$ cat config.mk
export PLATFORM = sky130hd
export DESIGN_NAME = lcd1602_controller
export DESIGN_NICKNAME = d
export VERILOG_FILES = /design/src/rtl/lcd1602_pkg.sv /design/src/rtl/lcd1602_controller_msg_rom.sv /design/src/rtl/lcd1602_controller.sv
export SDC_FILE = /design/constraint.sdc
export NUM_CORES = 1
export LEC_CHECK = 0
export ABC_CLOCK_PERIOD_IN_PS = 2600
export BUFFER_PORTS_ARGS = -buffer_cell sky130_fd_sc_hd__buf_2
export CORE_MARGIN = 1.5
export CORE_UTILIZATION = 30
export CTS_CLUSTER_DIAMETER = 120
export DETAILED_ROUTE_END_ITERATION = 16
export HOLD_SLACK_MARGIN = 0.02
export SLEW_MARGIN = 20
export SYNTH_ARGS = -nofsm -noshare
export SYNTH_HDL_FRONTEND = slang
export SYNTH_SLANG_ARGS = --single-unit
$ cat constraint.sdc
create_clock -name clk -period 2.6 [get_ports clk]
set_clock_uncertainty 0.1 [all_clocks]
set_input_delay 0 -clock clk [delete_from_list [all_inputs] [get_ports clk]]
set_output_delay 0 -clock clk [all_outputs]
set_load 0.05 [all_outputs]
$ cat src/rtl/lcd1602_pkg.sv
// rtl/lcd1602_pkg.sv - shared states, LCD command bytes and sizes for the LCD1602 controller
package lcd1602_pkg;

  typedef enum logic [2:0] {
    ST_IDLE,
    ST_INIT,
    ST_LINE1_ADDR,
    ST_LINE1_DATA,
    ST_LINE2_ADDR,
    ST_LINE2_DATA
  } lcd_state_e;

  localparam logic [7:0] CMD_FUNC_SET = 8'h38;
  localparam logic [7:0] CMD_DISP_ON  = 8'h0C;
  localparam logic [7:0] CMD_CLEAR    = 8'h01;
  localparam logic [7:0] CMD_ENTRY    = 8'h06;
  localparam logic [7:0] CMD_LINE1    = 8'h80;
  localparam logic [7:0] CMD_LINE2    = 8'hC0;

  localparam int MSG_LEN  = 16;
  localparam int INIT_LEN = 4;

  function automatic logic [7:0] init_cmd(input logic [1:0] idx);
    case (idx)
      2'd0:    return CMD_FUNC_SET;
      2'd1:    return CMD_DISP_ON;
      2'd2:    return CMD_CLEAR;
      default: return CMD_ENTRY;
    endcase
  endfunction

endpackage

$ cat src/rtl/lcd1602_controller_msg_rom.sv
// rtl/lcd1602_controller_msg_rom.sv - combinational message ROM, index + column -> ASCII byte
module lcd_msg_rom
  import lcd1602_pkg::*;
(
  input  logic [2:0] idx,
  input  logic [3:0] col,
  output logic [7:0] chr
);

  localparam logic [8*MSG_LEN-1:0] MSG_BLANK  = {MSG_LEN{8'h20}};
  localparam logic [8*MSG_LEN-1:0] MSG_PERFIL = "INGRESE PERFIL *";
  localparam logic [8*MSG_LEN-1:0] MSG_CLAVE  = {"DIGITE CLAVE *", {2{8'h20}}};
  localparam logic [8*MSG_LEN-1:0] MSG_ABIER  = {"ABIERTO", {9{8'h20}}};
  localparam logic [8*MSG_LEN-1:0] MSG_INTRU  = {"INTRUSO", {9{8'h20}}};

  logic [8*MSG_LEN-1:0] line;

  // Column 0 is the leftmost character, held in the most significant byte.
  always_comb begin
    case (idx)
      3'd1:    line = MSG_PERFIL;
      3'd2:    line = MSG_CLAVE;
      3'd3:    line = MSG_ABIER;
      3'd4:    line = MSG_INTRU;
      default: line = MSG_BLANK;
    endcase
    chr = line[8*(MSG_LEN-1-int'(col)) +: 8];
  end

endmodule

$ cat src/rtl/lcd1602_controller.sv
// rtl/lcd1602_controller.sv - LCD1602 write sequencer: init, then refresh line 1 message and line 2 char
module lcd1602_controller
  import lcd1602_pkg::*;
#(
  parameter int CLK_FREQ    = 50_000_000,
  parameter int WAIT_CYCLES = 100_000,
  parameter int DATA_BITS   = 8
) (
  input  logic                 clk,
  input  logic                 reset,
  input  logic                 ready_i,
  input  logic [7:0]           in1,
  input  logic [2:0]           vis1,
  output logic                 rs,
  output logic                 rw,
  output logic                 enable,
  output logic [DATA_BITS-1:0] data
);

  localparam int CW   = $clog2(WAIT_CYCLES);
  localparam int HALF = WAIT_CYCLES / 2;

  if (CLK_FREQ <= 0 || WAIT_CYCLES < 4 || (WAIT_CYCLES % 2) != 0) begin : g_param_check
    $error("lcd1602_controller: invalid CLK_FREQ or WAIT_CYCLES");
  end

  lcd_state_e           state_q, state_d;
  logic [CW-1:0]        cyc_q, cyc_d;
  logic [3:0]           step_q, step_d;
  logic                 rs_q, rs_d;
  logic                 en_q, en_d;
  logic [DATA_BITS-1:0] data_q, data_d;
  logic [2:0]           vis_q, vis_d;
  logic [7:0]           in1_q, in1_d;

  logic                 load;
  logic [7:0]           byte_nx;
  logic [DATA_BITS-1:0] byte_fit;
  logic [3:0]           rom_col;
  logic [7:0]           rom_chr;

  // The ROM is addressed with the column of the slot about to start.
  assign rom_col = (state_q == ST_LINE1_DATA) ? step_q + 4'd1 : 4'd0;

  lcd_msg_rom u_rom (
    .idx (vis_q),
    .col (rom_col),
    .chr (rom_chr)
  );

  if (DATA_BITS == 8) begin : g_fit_eq
    assign byte_fit = byte_nx;
  end else if (DATA_BITS > 8) begin : g_fit_wide
    assign byte_fit = {{(DATA_BITS-8){1'b0}}, byte_nx};
  end else begin : g_fit_narrow
    assign byte_fit = byte_nx[DATA_BITS-1:0];
  end

  always_comb begin
    state_d = state_q;
    cyc_d   = cyc_q;
    step_d  = step_q;
    rs_d    = rs_q;
    en_d    = en_q;
    vis_d   = vis_q;
    in1_d   = in1_q;
    load    = 1'b0;
    byte_nx = 8'h00;

    if (state_q == ST_IDLE) begin
      en_d   = 1'b0;
      cyc_d  = '0;
      step_d = '0;
      if (ready_i) begin
        state_d = ST_INIT;
        rs_d    = 1'b0;
        byte_nx = CMD_FUNC_SET;
        load    = 1'b1;
        en_d    = 1'b1;
      end
    end else if (cyc_q != CW'(WAIT_CYCLES-1)) begin
      cyc_d = cyc_q + 1'b1;
      en_d  = (cyc_q + 1'b1) < CW'(HALF);
    end else begin
      cyc_d = '0;
      load  = 1'b1;
      case (state_q)
        ST_INIT: begin
          rs_d = 1'b0;
          if (step_q == 4'(INIT_LEN-1)) begin
            state_d = ST_LINE1_ADDR;
            step_d  = '0;
            byte_nx = CMD_LINE1;
            vis_d   = vis1;
            in1_d   = in1;
          end else begin
            step_d  = step_q + 4'd1;
            byte_nx = init_cmd(step_q[1:0] + 2'd1);
          end
        end
        ST_LINE1_ADDR: begin
          state_d = ST_LINE1_DATA;
          step_d  = '0;
          rs_d    = 1'b1;
          byte_nx = rom_chr;
        end
        ST_LINE1_DATA: begin
          if (step_q == 4'(MSG_LEN-1)) begin
            state_d = ST_LINE2_ADDR;
            step_d  = '0;
            rs_d    = 1'b0;
            byte_nx = CMD_LINE2;
          end else begin
            step_d  = step_q + 4'd1;
            rs_d    = 1'b1;
            byte_nx = rom_chr;
          end
        end
        ST_LINE2_ADDR: begin
          state_d = ST_LINE2_DATA;
          rs_d    = 1'b1;
          byte_nx = in1_q;
        end
        ST_LINE2_DATA: begin
          // Inputs are re-latched here so a running refresh picks up new values.
          if (ready_i) begin
            state_d = ST_LINE1_ADDR;
            rs_d    = 1'b0;
            byte_nx = CMD_LINE1;
            vis_d   = vis1;
            in1_d   = in1;
          end else begin
            state_d = ST_IDLE;
            load    = 1'b0;
          end
        end
        default: begin
          state_d = ST_IDLE;
          load    = 1'b0;
        end
      endcase
      en_d = load;
    end
  end

  always_comb begin
    data_d = data_q;
    if (load) begin
      data_d = byte_fit;
    end
  end

  always_ff @(posedge clk) begin
    if (reset) begin
      state_q <= ST_IDLE;
      cyc_q   <= '0;
      step_q  <= '0;
      rs_q    <= 1'b0;
      en_q    <= 1'b0;
      data_q  <= '0;
      vis_q   <= '0;
      in1_q   <= '0;
    end else begin
      state_q <= state_d;
      cyc_q   <= cyc_d;
      step_q  <= step_d;
      rs_q    <= rs_d;
      en_q    <= en_d;
      data_q  <= data_d;
      vis_q   <= vis_d;
      in1_q   <= in1_d;
    end
  end

  assign rs     = rs_q;
  assign rw     = 1'b0;
  assign enable = en_q;
  assign data   = data_q;

endmodule

After elaboration in Yosys (flattened, before gate mapping)
Cells that the tools add are included.
{"block": "word_totals", "register_bits": 45, "input_bits": 14, "elab_cells": 86}
{"block": "classes", "addsub": 4, "magnitude_cmp": 1, "eq_ne": 20, "n_shift": 1, "mux": 37, "bitwise": 2, "n_reduce_logical": 13}
{"cell": "127-bit one-hot mux with 4 select lines", "n": 1}
{"cell": "128-bit by 32-bit variable part select with 8-bit output", "n": 1}
{"cell": "8-bit 2-to-1 mux", "n": 7}
{"cell": "8-bit one-hot mux with 5 select lines", "n": 1}
{"cell": "3-bit 2-to-1 mux", "n": 7}
{"cell": "6-bit one-hot mux with 3 select lines", "n": 1}
{"cell": "17-bit by 1-bit adder with 17-bit output (second input constant)", "n": 1}
{"cell": "17-bit by 16-bit < comparator with 1-bit output (second input constant)", "n": 1}
{"cell": "17-bit != test (second input constant)", "n": 1}
{"cell": "8-bit one-hot mux with 2 select lines", "n": 1}
{"cell": "3-bit one-hot mux with 5 select lines", "n": 1}
{"cell": "3-bit by 2-bit equality test with 1-bit output (second input constant)", "n": 4}
{"cell": "4-bit 2-to-1 mux", "n": 3}
{"cell": "4-bit one-hot mux with 3 select lines", "n": 1}
{"cell": "3-bit equality test (second input constant)", "n": 3}
{"cell": "1-bit 2-to-1 mux", "n": 9}
{"cell": "2-bit != test (second input constant)", "n": 4}
{"cell": "3-bit by 1-bit equality test with 1-bit output (second input constant)", "n": 2}
{"cell": "6-bit 2-to-1 mux", "n": 1}
{"cell": "3-bit one-hot mux with 2 select lines", "n": 1}
{"cell": "5-bit AND reduction", "n": 1}
{"cell": "5-bit nonzero test", "n": 1}
{"cell": "4-bit by 4-bit subtractor with 5-bit output (first input constant)", "n": 1}
{"cell": "4-bit by 1-bit adder with 4-bit output (second input constant)", "n": 1}
{"cell": "other kinds (20)", "n": 23}

Logic depth before layout (Yosys ltp)
Gate-level depths: netlist of the first run.
{"block": "depth", "word_depth": 8, "depth_mapped": 11}

Modules after synthesis
From an unflattened synthesis of the first run, not the netlist that was laid out.
{"block": "hier_totals", "hier_cells": 417, "area_unflattened_um2": 3180.6}
{"module": "lcd1602_controller", "n_inst": 1, "cells_each": 309, "area_each_um2": 2531.2, "seq_area_each_um2": 900.9}
{"module": "lcd_msg_rom", "n_inst": 1, "cells_each": 108, "area_each_um2": 649.4, "seq_area_each_um2": 0.0}

Worst setup path before layout of the first run
No wires, ideal clock.
{"block": "synth_timing", "path_kind": "reg-to-reg", "from": "register step_q[0]", "to": "register data_q[0] (netlist: data[0])", "arrival_time_ns": 2.161, "t_required_ns": 2.379, "path_slack_ns": 0.218, "stages_incl_launch_ff": 11, "period_less_slack_ns": 2.382, "cell_sequence": "dfxtp_1 buf_2 inv_1 ha_1 clkbuf_1 and4bb_2 o21ai_0 a21oi_1 o32a_1 a31oi_1 o31ai_1"}
{"block": "synth_via", "elab_chain_cells": 8, "word_cells_on_any_way": 16, "classes_between": "add/sub: 3; eq/ne: 4; shift: 1; mux: 7; reduce/logical: 1"}
{"element": "start, declared", "line_no": "lcd1602_controller.sv:29", "text": "logic [3:0] step_q, step_d;"}
{"element": "start signal, assigned", "line_no": "lcd1602_controller.sv:166", "text": "step_q <= step_d;"}
{"element": "4-bit by 1-bit adder with 4-bit output", "line_no": "lcd1602_controller.sv:43", "text": "assign rom_col = (state_q == ST_LINE1_DATA) ? step_q + 4'd1 : 4'd0;"}
{"element": "4-bit 2-to-1 mux", "line_no": "lcd1602_controller.sv:43"}
{"element": "4-bit by 4-bit subtractor with 5-bit output", "line_no": "lcd1602_controller_msg_rom.sv:27", "text": "chr = line[8*(MSG_LEN-1-int'(col)) +: 8];"}
{"element": "128-bit by 32-bit variable part select with 8-bit output", "line_no": "lcd1602_controller_msg_rom.sv:27"}
{"element": "8-bit 2-to-1 mux", "line_no": "lcd1602_controller.sv:108", "text": "if (step_q == 4'(MSG_LEN-1)) begin"}
{"element": "8-bit one-hot mux with 5 select lines (*)", "line_no": "lcd1602_controller.sv:87", "text": "case (state_q)"}
{"element": "8-bit 2-to-1 mux (*)", "line_no": "lcd1602_controller.sv:81", "text": "end else if (cyc_q != CW'(WAIT_CYCLES-1)) begin"}
{"element": "8-bit 2-to-1 mux (*)", "line_no": "lcd1602_controller.sv:70", "text": "if (state_q == ST_IDLE) begin"}
{"element": "end signal, assigned", "line_no": "lcd1602_controller.sv:169", "text": "data_q <= data_d;"}
{"element": "end, declared", "line_no": "lcd1602_controller.sv:32", "text": "logic [DATA_BITS-1:0] data_q, data_d;"}
Mark *: on every way between the ends. The rest lies on a longest branch, timed or not.
A chain may end at the register's enable or synchronous reset.

Final worst setup path of the first run
{"block": "layout_timing", "from": "register state_q[1]", "to": "register data_q[0] (netlist: data[0])"}
{"block": "layout_via", "elab_chain_cells": 8, "word_cells_on_any_way": 17, "classes_between": "add/sub: 1; eq/ne: 5; shift: 1; mux: 8; reduce/logical: 2"}
{"element": "start, declared", "line_no": "lcd1602_controller.sv:27", "text": "lcd_state_e state_q, state_d;"}
{"element": "start signal, assigned", "line_no": "lcd1602_controller.sv:164", "text": "state_q <= state_d;"}
{"element": "3-bit by 2-bit equality test with 1-bit output", "line_no": "lcd1602_controller.sv:43, lcd1602_controller.sv:87"}
{"element": "4-bit 2-to-1 mux", "line_no": "lcd1602_controller.sv:43"}
{"element": "4-bit by 4-bit subtractor with 5-bit output", "line_no": "lcd1602_controller_msg_rom.sv:27"}
{"element": "128-bit by 32-bit variable part select with 8-bit output", "line_no": "lcd1602_controller_msg_rom.sv:27"}
{"element": "8-bit 2-to-1 mux", "line_no": "lcd1602_controller.sv:108"}
{"element": "8-bit one-hot mux with 5 select lines", "line_no": "lcd1602_controller.sv:87"}
{"element": "8-bit 2-to-1 mux", "line_no": "lcd1602_controller.sv:81"}
{"element": "8-bit 2-to-1 mux", "line_no": "lcd1602_controller.sv:70"}
Parallel ways exist; a longest one is shown, timed or not.

==> results of run 1 <==
-- logic make-up (layout without fill, tap and decap cells) --
logic type / count (synthesis) / count (layout) / synth area share
XOR/XNOR: 19 / 19 / 0.0483
other: 1 / 1 / 0.00109
flip-flops: 45 / 45 / 0.262
buffers and inverters: 41 / 67 / 0.0709
AND/OR/NAND/NOR: 186 / 186 / 0.306
adder cells (fa/ha/maj): 7 / 7 / 0.0254
multiplexers: 17 / 17 / 0.0501
AO/OA/AOI/OAI: 120 / 120 / 0.237
-- registers in the layout (all words and copies together) (netlist names) --
| register | cells |
|---|---|
| data | 8 |
| enable | 1 |
| step_q | 4 |
| vis_q | 3 |
| cyc_q | 17 |
| state_q | 3 |
| in1_q | 8 |
| rs | 1 |
-- critical path: cells and delay by family (launching register included) --
| kind | cells | cell delay (ps) |
|---|---|---|
| compound gates | 2 | 310 |
| buf+inv | 1 | 260 |
| flops | 1 | 710 |
| simple gates | 3 | 870 |
-- what timing repair did --
action / 4_1_cts / 5_1_grt
hold buffers: 11 / 0
resized for setup: 0 / 2
endpoints found under the setup margin: 0 / 1
hold endpoints to repair: 11 / 0
-- path summary, 6_finish.rpt --
path | start | to | slack (ps) | cells past startpoint
hold / removal | ready_i | rs | 50 | 4
setup / recovery | state_q[1] | data[0] | 200 | 6
hold reg to reg | rs | rs | 390 | 2
setup reg to reg | state_q[1] | data[0] | 200 | 6
-- synthesized netlist by cell type, types with 5 or more instances --
cell type,instances,share of area
nand2_1,31,0.034
dfxtp_1,45,0.26
xnor2_1,11,0.028
nand4_1,6,0.011
nor2b_1,8,0.015
clkbuf_1,9,0.0098
or3_1,7,0.013
a31oi_1,8,0.015
o31ai_1,6,0.013
nor2_1,53,0.058
ha_1,7,0.025
buf_4,5,0.011
nand3b_1,6,0.013
nor3_1,9,0.013
a22o_1,5,0.013
nand2b_1,7,0.013
buf_2,12,0.017
o22ai_1,8,0.015
o21ai_0,14,0.020
a21oi_1,32,0.047
mux2i_1,15,0.044
nand3_1,15,0.022
xor2_1,8,0.020
and3_1,9,0.016
inv_1,6,0.0065
a22oi_1,5,0.011
-- metal layers --
layer  part of all wire  global-route usage
met1               0.45               0.210
met2               0.45               0.246
met3              0.068              0.0341
met4              0.031              0.0760
met5                  0                   0
-- stage by stage --
step / cell area [um^2] / setup WS [ps] / power (mW)
2_1_floorplan: 3440 / 218 / 0.925
3_3_place_gp: 3650 / 184 / 0.982
3_5_place_dp: 3650 / 198 / 0.982
4_1_cts: 3930 / 183 / 1.75
5_1_grt: 3940 / 29.7 / 1.80
6_report: 3940 / 204 / 1.73
-- cells in the final DEF (no fill, tap or decap), drive strengths merged, types with 4 or more instances in the layout --
cell type and count:
a211oi 4, a21oi 33, a22o 5, a22oi 5, a31oi 8, and3 11, buf 41, clkbuf 7
dfxtp 45, dlygate4sd3 11, ha 7, inv 7, mux2i 15, nand2 32, nand2b 7, nand3 16
nand3b 6, nand4 6, nor2 57, nor2b 8, nor3 13, nor3b 4, o211ai 4, o21ai 17
o22ai 8, o31ai 6, or3 7, xnor2 11, xor2 8
-- where the power goes --
group	total, mW	switching, mW	internal (mW)
clock	0.749	0.268	0.480
combinational	0.248	0.160	0.0878
sequential	0.735	0.0297	0.705
total	1.73	0.458	1.27
-- final cells by class --
class / count / share of cell area
multi-input combinational: 350 / 0.585
sequential: 45 / 0.229
timing repair buffer: 52 / 0.0914
tap: 140 / 0.0444
clock buffer: 7 / 0.0362
clock inverter: 1 / 0.00762
inverter: 7 / 0.00667
==> metrics.cfg, run 1 <==
[outcome]
status=complete, no violations

[worst_setup_path]
worstPathArrival_ps=2450
path_cells=nand3b_1, buf_4, nor2_1, nand3_1, a31oi_1, o31ai_1
crit_path_max_fanout=18
endpoint_kind=register
worstSetupPathType=reg -> reg
slowest_stage=dfxtp_1
cp.required_ps=2650
worstSetupStartpointType=register
slowest_delay_ps=710

[placement]
dp_hpwl_um=7060
gp_congestion=0.962
portBuffers=23
placed_cells=583

[logic_synthesis]
async_flop_share=0
synth_ff_type=dfxtp_1
syn_area_um2=3440
ys_types=84
ys_seq_area_frac=0.262
synthCells=436
synth-seq-cells=45
synth_nets=457
avgSynthCellArea_um2=7.90
yosysWarnings=0
synth_edf_count=0

[clocking]
root_buffer=clkbuf_16
worstSkewPairLatency_ps=290
cts_htree_levels=2
cts_post_setup_buffers_inserted=0
cts_made_buffers=5
clockBufferDepth=2
cts_tree=yes
cts.sinks=45
clkTransAtPathRegs_ps=60

[drt]
first_pass_iters=5
drc_errors=0
vias_per_cell=5.64
totalWireLength_um=9550
num_vias=3393
antenna_left=0
drt-initial-drc-count=264
wire_per_inst_um=15.9

[power]
ir_drop_mv=0.363
p_leak_nw=1.36
power_density_nw_per_um2=439

[timing]
whs_ps=52.3
fin_crit_sh=0.921
maxSlewHeadroom=0.575
final_hold_viol_count=0
drv_slew=0
final.min_clock_period_ps=2400
max_freq_ghz=0.417
rsz0062_at_grt=no
fin_tns_setup_ps=0
final-setup-viol-count=0
worst_pin_slew_ps=637

[floorplan]
coreArea_um2=11000
rows=38
pin_count=25
die_w_um=110
initial_core_util=0.312
dieArea_um2=12100
die_h_um=110

[run]
maxCapViolCount=0

[finish]
stdcell_count=602
antennaDiodeCount=0
area_delta_synth_final_pct=14.5
multi_input_area_um2=2310
layout-drive-gt1-share=0.169
regArea_um2=901
fin_nets=482
n_fill_cell=1161
fin_util=0.357

[global_route]
grt_max_degree=29
first_global_vias=3083
grt_use_total=0.159
grt_pass1_wl_um=15200
grt.overflow.total=0
antenna_found_initial=0

[min_path]
hp-class=in -> reg

Power figures use the tool's default switching activity.
==> run 2: changes to the inputs <==
--- a/config.mk
+++ b/config.mk
@@ -7,11 +7,14 @@
 export LEC_CHECK = 0
 export ABC_CLOCK_PERIOD_IN_PS = 2600
 export BUFFER_PORTS_ARGS = -buffer_cell sky130_fd_sc_hd__buf_2
+export CELL_PAD_IN_SITES_DETAIL_PLACEMENT = 2
+export CELL_PAD_IN_SITES_GLOBAL_PLACEMENT = 2
 export CORE_MARGIN = 1.5
 export CORE_UTILIZATION = 30
 export CTS_CLUSTER_DIAMETER = 120
 export DETAILED_ROUTE_END_ITERATION = 16
 export HOLD_SLACK_MARGIN = 0.02
+export PLACE_DENSITY_LB_ADDON = 0.1
 export SLEW_MARGIN = 20
 export SYNTH_ARGS = -nofsm -noshare
 export SYNTH_HDL_FRONTEND = slang
==> run 2 against run 1 <==
Global-route usage increased by 5.4 points. Wire length grew 30%. Flip-flop and latch count unchanged. Maximum frequency is 2.4% lower. Die area is the same. Clock power is 16% lower. Register-to-register slack worse by 60 ps. Sequential share of layout area shrank 0.49 points. Count of clock-buffer cells in the layout unchanged. Combinational power up 18%. Power down 4.2%. Critical endpoint is now data[3]. Largest cell class unchanged. Largest power group is now registers.
==> metrics.cfg, run 2 (synthesis gave the netlist of run 1 again) <==
[outcome]
status=complete, no violations

[worst_setup_path]
cp.required_ps=2670  ; +20 ps
endpoint_kind=register
r2r_cells=10  ; +4
r2r_setup_slack_ps=150  ; -60 ps
slowest_stage=ha_2
crit_path_max_fanout=8  ; -10
slowest_delay_ps=410  ; -300 ps
setup.worst_path.start=step_q[0]
worstSetupEndpoint=data[3]
path_cells=inv_1, ha_2, buf_4, nand3b_1, a21oi_1, o22ai_1, nor4_1, buf_4, a2111oi_4, a221oi_1
worstSetupStartpointType=register
cp_common_cell=buf_4
worstPathArrival_ps=2520  ; +70 ps
rr_endpoint=data[3]
worstSetupPathType=reg -> reg
crit-reg2reg-launch=step_q[0]

[clocking]
cts.sinks=45  ; unchanged
clkTransAtPathRegs_ps=70  ; about the same
cts_htree_levels=2  ; unchanged
clockBufferDepth=2  ; unchanged
cts_made_buffers=5  ; unchanged
root_buffer=clkbuf_16
worstSkewPairLatency_ps=290  ; about the same
cts_tree=yes

[timing]
final.min_clock_period_ps=2450  ; +58.3 ps
drv_slew=0  ; unchanged
final-setup-viol-count=0  ; unchanged
worst_pin_slew_ps=658  ; +21.8 ps
setup_ws_ps=146  ; -58.3 ps
fin_tns_setup_ps=0  ; unchanged
final_hold_viol_count=0  ; unchanged
fin_crit_sh=0.944  ; +0.0224
maxSlewHeadroom=0.555  ; -0.0197
max_freq_ghz=0.407  ; -2.4%
whs_ps=74.4  ; +22.0 ps

[global_route]
first_global_vias=3650  ; +18%
grt_use_total=0.213  ; +0.0542
grt_pass1_wl_um=19500  ; +28%
antenna_found_initial=0  ; unchanged
grt_max_degree=29  ; unchanged
grt.overflow.total=0  ; unchanged

[finish]
regArea_um2=905  ; +0.42%
area_delta_synth_final_pct=17.4
mostFrequentLayoutCells=53 x nor2_1, 42 x dfxtp_1, 32 x a21oi_1, 32 x buf_4, 31 x nand2_1
layout-drive-gt1-share=0.204  ; +0.0350
multi_input_area_um2=2330  ; +1.1%
layout_commonest_cell=nor2_1
final_area_um2=4040  ; +2.6%
fin_nets=496  ; +2.9%
fin_util=0.367  ; +0.00930
largest_register_ffs=17  ; unchanged
n_fill_cell=1286  ; +11%
antennaDiodeCount=0  ; unchanged
stdcell_count=616  ; +2.3%
regMostFlops=cyc_q

[drt]
num_vias=3473  ; +2.4%
first_pass_iters=4  ; -1
vias_per_cell=5.64  ; about the same
wire_per_inst_um=20.2  ; +27%
drt-initial-drc-count=125  ; -53%
drc_errors=0  ; unchanged
totalWireLength_um=12400  ; +30%
antenna_left=0  ; unchanged

[power]
ir_drop_mv=0.272  ; -25%
p_total_mw=1.66  ; -4.2%
p_leak_nw=1.42  ; +4.1%
power_density_nw_per_um2=410  ; -6.7%

[floorplan]
initial_core_util=0.312  ; unchanged
dieArea_um2=12100  ; unchanged
rows=38  ; unchanged
die_h_um=110  ; unchanged
pin_count=25  ; unchanged
die_w_um=110  ; unchanged
coreArea_um2=11000  ; unchanged

[min_path]
holdPathStages=4  ; unchanged
hp-class=in -> reg

[placement]
gp_congestion=0.822  ; -15%
placed_cells=596  ; +2.2%
dp_hpwl_um=9390  ; +33%
place_area_um2=3750  ; +2.7%
portBuffers=23  ; unchanged
place_ws_ps=51.9  ; -146 ps

[run]
maxCapViolCount=0  ; unchanged

==> run 2: what timing repair did <==
item / CTS / global route
resized for setup: 2 / 10
cloned: 0 / 0
setup endpoints to repair: 1 / 5
hold buffers: 11 / 0
setup buffers: 0 / 1
hold endpoints to repair: 11 / 0
==> run 2: cell type report <==
cell class	count	area share
flip-flops and latches	45	0.224
inverters	7	0.00650
multi-input cells	350	0.577
repair buffers	66	0.115
well taps	140	0.0433
clock inverters	1	0.00186
clock buffers	7	0.0328
==> run 2: how the worst min path moves through the flow <==
stage / start / endpoint / slack, ps
after floorplan: in1[1] / in1_q[1] / 50
after global routing: reset / state_q[1] / 120
after global placement: in1[7] / in1_q[7] / 130
after detailed placement: vis1[1] / vis_q[1] / 140
after CTS: ready_i / rs / 90
final: ready_i / rs / 70
==> run 2: report_power, final <==
part	switching (mW)	total, mW	leakage (nW)	internal [mW]
logic	0.185	0.293	0.992	0.107
clock network	0.272	0.630	0.0641	0.358
registers	0.0297	0.736	0.365	0.706
total	0.487	1.66	1.42	1.17
==> run 2: metal layers <==
metal | wire length, um | up-vias | share of wire | track usage
met5 | 0 | - | 0 | 0
met4 | 260 | 0 | 0.021 | 0.0641
met3 | 295 | 16 | 0.024 | 0.0312
met2 | 6290 | 53 | 0.51 | 0.394
met1 | 5590 | 1726 | 0.45 | 0.254
li1 | - | 1678 | - | -
==> run 2: critical path: cells and delay by family (launching register included) <==
kind                       cells  cell delay (ps)
and+or+nand+nor                2              330
buffers and inverters          3              440
DFF                            1              350
AOI/OAI and AO/OA              4              700
adders and majority gates      1              410
